[src/rtl/wb_port_arbiter.sv]
// Register-file write-port arbiter: one holding buffer per result
// producer, round-robin drained to a registered write port.
module wb_port_arbiter #(
  parameter int NUM_REQ        = 3,
  parameter int DATA_WIDTH     = 32,
  parameter int REG_ADDR_WIDTH = 5,
  parameter int CNT_WIDTH      = 16,
  localparam int IDW           = $clog2(NUM_REQ)
) (
  input  logic                                clk,
  input  logic                                reset,
  input  logic [NUM_REQ-1:0]                  req_valid,
  input  logic [NUM_REQ*REG_ADDR_WIDTH-1:0]   req_rd,
  input  logic [NUM_REQ*DATA_WIDTH-1:0]       req_data,
  output logic [NUM_REQ-1:0]                  req_ready,
  output logic [REG_ADDR_WIDTH-1:0]           WrtBck_Addr,
  output logic [DATA_WIDTH-1:0]               WrtBck_Data,
  output logic                                Wr_En,
  output logic [IDW-1:0]                      grant_id,
  output logic [CNT_WIDTH-1:0]                conflict_cnt
);

  logic [NUM_REQ-1:0]        buf_full_q, buf_full_d;
  logic [REG_ADDR_WIDTH-1:0] buf_rd_q   [NUM_REQ];
  logic [REG_ADDR_WIDTH-1:0] buf_rd_d   [NUM_REQ];
  logic [DATA_WIDTH-1:0]     buf_data_q [NUM_REQ];
  logic [DATA_WIDTH-1:0]     buf_data_d [NUM_REQ];
  logic [IDW-1:0]            rr_ptr_q, rr_ptr_d;

  logic [NUM_REQ-1:0]        grant;
  logic                      gnt_vld;
  logic [IDW-1:0]            gnt_idx;

  logic                      wr_en_q, wr_en_d;
  logic [REG_ADDR_WIDTH-1:0] addr_q, addr_d;
  logic [DATA_WIDTH-1:0]     data_q, data_d;
  logic [IDW-1:0]            gid_q, gid_d;
  logic [CNT_WIDTH-1:0]      cnt_q, cnt_d;

  // A buffer accepts when empty or when it drains this cycle
  assign req_ready = ~buf_full_q | grant;

  // Round-robin search over full buffers starting at rr_ptr
  always_comb begin
    logic [IDW:0]   sum;
    logic [IDW-1:0] idx;
    gnt_vld = 1'b0;
    gnt_idx = '0;
    grant   = '0;
    sum     = '0;
    idx     = '0;
    for (int k = 0; k < NUM_REQ; k++) begin
      sum = {1'b0, rr_ptr_q} + (IDW+1)'(k);
      if (sum >= (IDW+1)'(NUM_REQ))
        sum = sum - (IDW+1)'(NUM_REQ);
      idx = sum[IDW-1:0];
      if (!gnt_vld && buf_full_q[idx]) begin
        gnt_vld = 1'b1;
        gnt_idx = idx;
      end
    end
    if (gnt_vld)
      grant[gnt_idx] = 1'b1;
  end

  // Pointer advances past the winner; holds when idle
  always_comb begin
    rr_ptr_d = rr_ptr_q;
    if (gnt_vld) begin
      if (gnt_idx == IDW'(NUM_REQ-1))
        rr_ptr_d = '0;
      else
        rr_ptr_d = gnt_idx + 1'b1;
    end
  end

  // Buffer drain on grant, refill on handshake (refill wins)
  always_comb begin
    buf_full_d = buf_full_q;
    buf_rd_d   = buf_rd_q;
    buf_data_d = buf_data_q;
    for (int i = 0; i < NUM_REQ; i++) begin
      if (grant[i])
        buf_full_d[i] = 1'b0;
      if (req_valid[i] && req_ready[i]) begin
        buf_full_d[i] = 1'b1;
        buf_rd_d[i]   = req_rd[i*REG_ADDR_WIDTH +: REG_ADDR_WIDTH];
        buf_data_d[i] = req_data[i*DATA_WIDTH +: DATA_WIDTH];
      end
    end
  end

  // Write-port next state; x0 results drain without a write
  always_comb begin
    wr_en_d = 1'b0;
    addr_d  = addr_q;
    data_d  = data_q;
    gid_d   = gid_q;
    if (gnt_vld) begin
      wr_en_d = |buf_rd_q[gnt_idx];
      addr_d  = buf_rd_q[gnt_idx];
      data_d  = buf_data_q[gnt_idx];
      gid_d   = gnt_idx;
    end
  end

  // Saturating count of cycles with two or more buffers waiting
  always_comb begin
    cnt_d = cnt_q;
    if ($countones(buf_full_q) >= 2 && cnt_q != '1)
      cnt_d = cnt_q + 1'b1;
  end

  // State registers
  always_ff @(posedge clk or negedge reset) begin
    if (!reset) begin
      buf_full_q <= '0;
      rr_ptr_q   <= '0;
      wr_en_q    <= 1'b0;
      addr_q     <= '0;
      data_q     <= '0;
      gid_q      <= '0;
      cnt_q      <= '0;
      for (int i = 0; i < NUM_REQ; i++) begin
        buf_rd_q[i]   <= '0;
        buf_data_q[i] <= '0;
      end
    end else begin
      buf_full_q <= buf_full_d;
      buf_rd_q   <= buf_rd_d;
      buf_data_q <= buf_data_d;
      rr_ptr_q   <= rr_ptr_d;
      wr_en_q    <= wr_en_d;
      addr_q     <= addr_d;
      data_q     <= data_d;
      gid_q      <= gid_d;
      cnt_q      <= cnt_d;
    end
  end

  assign Wr_En        = wr_en_q;
  assign WrtBck_Addr  = addr_q;
  assign WrtBck_Data  = data_q;
  assign grant_id     = gid_q;
  assign conflict_cnt = cnt_q;

endmodule

[config.mk]
export PLATFORM = sky130hd
export DESIGN_NAME = wb_port_arbiter
export DESIGN_NICKNAME = d
export VERILOG_FILES = /design/src/rtl/wb_port_arbiter.sv
export SDC_FILE = /design/constraint.sdc
export NUM_CORES = 1
export LEC_CHECK = 0
export CAP_MARGIN = 25
export CORE_MARGIN = 2
export CORE_UTILIZATION = 28
export DETAILED_ROUTE_END_ITERATION = 6
export PLACE_DENSITY = 0.56
export SYNTH_ARGS = -nofsm -noshare
export SYNTH_HDL_FRONTEND = slang
export SYNTH_SLANG_ARGS = --single-unit
[constraint.sdc]
create_clock -name clk -period 3.2 [get_ports clk]
set_input_delay 0.32 -clock clk [delete_from_list [all_inputs] [get_ports clk]]
set_output_delay 0.32 -clock clk [all_outputs]
set_load 0.02 [all_outputs]
==> impl_metrics.ini <==
[timing]
period_share = 0.9826
finalSetupViolations = 0
setup-tns-final_ns = 0
period_needed_ns = 3.144
hold_viol = 0
max_freq_ghz = 0.3180
max_slew.worst_pin.slew_ns = 0.6628
holdWs_ns = 0.4498
clock_skew_ns = 0.009552
maxSlewViolCount = 0
slew_headroom = 0.5581

[routing]
wl_per_cell_um = 18.12
first_pass_iters = 6
drc = 0
wl_mm = 20.21
num_vias = 5118
ant_nets = 0
first_iter_violations = 235
via_per_inst = 4.590

[cts]
clk_latency_ns = 0.42
cts_tree = built
cts_made_buffers = 17
clk_path_buf_depth = 2
htree_levels = 4
clock_sinks = 172
clkTransAtPathRegs_ns = 0.07
ctsRootBufferMaster = clkbuf_16

[logic_synthesis]
synth_edf_count = 0
synth.largest_area_cell = dfrtp_1
synth_area_sq_um = 7556
ys_warn_count = 0
synth_top_area_frac = 0.5696
async_flop_share = 1.000
syn-num-nets = 690
synth_cell_types = 47
syn_inst = 568
syn_area_per_cell_sq_um = 13.30
ys_top_cells_by_area = dfrtp_1 57%, mux2_2 13%, mux2_4 6.2%
synth.ff_latch_count = 172
ys_seq_area_frac = 0.5696
synth_ff_type = dfrtp_1

[pwr]
power_leakage_nw = 4.674
pwr-share-seq = 0.296
power_mw = 13.49
p_int_mw = 8.377
clockPowerShare = 0.149
ir_worst_vdd_v = 0.0008555
p_sw_mw = 5.118
swShare = 0.3793
combPwrFrac = 0.556
p_per_area_nw_per_um2 = 1286

[setup_path]
worstPathMaxFanout = 7
startpoint = rr_ptr_q[0]$_DFFE_PN0P_
crit_slowest_cell = dfrtp_1
cp_cell_sequence = buf_4 -> ha_2 -> mux2_4 -> mux2_4 -> a311o_1 -> and2_4 -> and3_4 -> or2b_1 -> buf_6
r2r-end = buf_data_q[65]$_DFFE_PN0P_
worst_ep_required_time_ns = 2.88
critPathMaxStageDelay_ns = 0.41
worstRegToRegCells = 11
r2r_slack_ns = 0.12
critPathMostFrequentCell = mux2_4
reg2reg_from = rr_ptr_q[0]$_DFFE_PN0P_
path_class = reg -> out
cp.arrival_ns = 2.82
worstSetupStartpointType = register
endpoint_kind = primary output

[status]
status = finished, final reports clean

[finish]
nNetsFinal = 885
final_common_cell = dfrtp_1
fin_util = 0.3925
drive_above_1_share = 0.2494
area_growth_pct = 38.83
final_cell_count_no_fill = 1115
antenna_cells = 0
mostFrequentLayoutCells = 172 x dfrtp_1, 170 x clkdlybuf4s50_1, 83 x mux2_2

[global_routing]
grt_use_met1 = 0.1947
grt_max_degree = 68
gr-usage-all-layers = 0.1447
first_global_vias = 5286
top_usage_layer = met2
gr-total-overflow = 0
antenna_found_initial = 1
grt_use_met3 = 0.03597
use_met2 = 0.2331
grt_pass1_wl_mm = 31.06

[placement]
place_congestion = 0.7882
port_buffers = 174
dpl.hpwl_mm = 13.38
dp.cells = 1073

[die]
fp.dieArea_sq_um = 28320
ios = 175
fp.coreArea_sq_um = 26730
initial_utilization = 0.2827
die_height_um = 168.3
die_w_um = 168.3
rows = 60

[job]
cap_violations = 0

[worst_hold_path]
hp-class = in -> async
power by group through the flow:
stage | registers [mW] | clock network (mW) | logic, mW
final | 3.99 | 2.01 | 7.50
after detailed placement | 4.02 | 0 | 7.29
after floorplan | 4.19 | 0 | 4.70
after global placement | 4.01 | 0 | 7.17
after CTS | 3.99 | 2.08 | 7.29
after global routing | 4.13 | 2.16 | 8.16
kinds of logic after synthesis:
kind of cell,synth area share
xor gates and xnor gates,0.01623
buffers and inverters,0.02832
adders and majority gates,0.009935
AOI/OAI and AO/OA,0.08296
muxes,0.2252
and+or+nand+nor,0.06773
DFF,0.5696
cell usage after synthesis, types with 2 or more instances:
cell      number
mux2_2        84
a222oi_1      11
nand2_1       43
mux2i_1       29
dfrtp_1      172
nor2b_1        2
a211o_1        2
o22ai_1        3
xnor2_1        7
nand3_1        6
buf_2          6
nand4_1        4
nor3_1         6
and2_1         2
inv_1          8
ha_1           6
xor2_1         7
a21o_1        25
clkbuf_1      15
buf_4          4
a211oi_1      24
nor2_1        37
and3_1         3
nand2b_1       3
o21bai_1       2
mux2_4        31
buf_12         3
o21ai_0        2
a21oi_1        2
buf_1          2
stage by stage:
step | cell area, sq um | setup slack [ns]
after global placement | 9799 | 0.08177
after detailed placement | 9799 | 0.02062
after global routing | 10490 | -0.02472
after CTS | 10370 | 0.02212
after floorplan | 7556 | 0.1685
final | 10490 | 0.05559
critical path: cells and delay by family, from the launching register on:
family	cells	cell delay, ns
muxes	2	0.60
and+or+nand+nor	3	0.57
DFF	1	0.41
AOI/OAI and AO/OA	1	0.35
buffers and inverters	2	0.29
adders and majority gates	1	0.19
worst max path at each step:
stage | slack (ns) | to
detailed placement | 0.02 | req_ready[0]
global placement | 0.08 | req_ready[0]
global route | -0.02 | req_ready[0]
floorplan | 0.17 | buf_data_q[10]$_DFFE_PN0P_
finish | 0.06 | req_ready[0]
CTS | 0.02 | req_ready[0]
state kept, by name, summed over array words and instances (netlist names):
signal and count:
buf_data_q 96, WrtBck_Data 32, conflict_cnt 16, buf_rd_q 15
WrtBck_Addr 5, buf_full_q 3, grant_id 2, rr_ptr_q 2
Wr_En 1
final cells by class:
class,instances,area [sq um]
clock inverter,12,116.4
inverter,8,30.03
timing repair buffer,206,2093
clock buffer,18,439.2
sequential,172,4304
fill,2557,16240
tap,341,426.7
multi-input combinational,358,3080
layer usage:
metal | vias to the layer above | wire, um | part of all wire
met1 | 2551 | 9395 | 0.46
met4 | 2 | 268 | 0.013
met3 | 15 | 877 | 0.043
met2 | 128 | 9652 | 0.48
li1 | 2422 | - | -
met5 | - | 13 | 0.00064
timing repair:
| action | CTS | global route |
|---|---|---|
| pin swaps | 0 | 3 |
| hold buffers | 1 | 0 |
| hold endpoints to repair | 64 | 0 |
| endpoints found under the setup margin | 3 | 3 |
| resized for setup | 13 | 9 |
| gates cloned | 0 | 0 |
| setup buffers | 0 | 10 |
No activity file was read; power rests on OpenSTA's default activity.
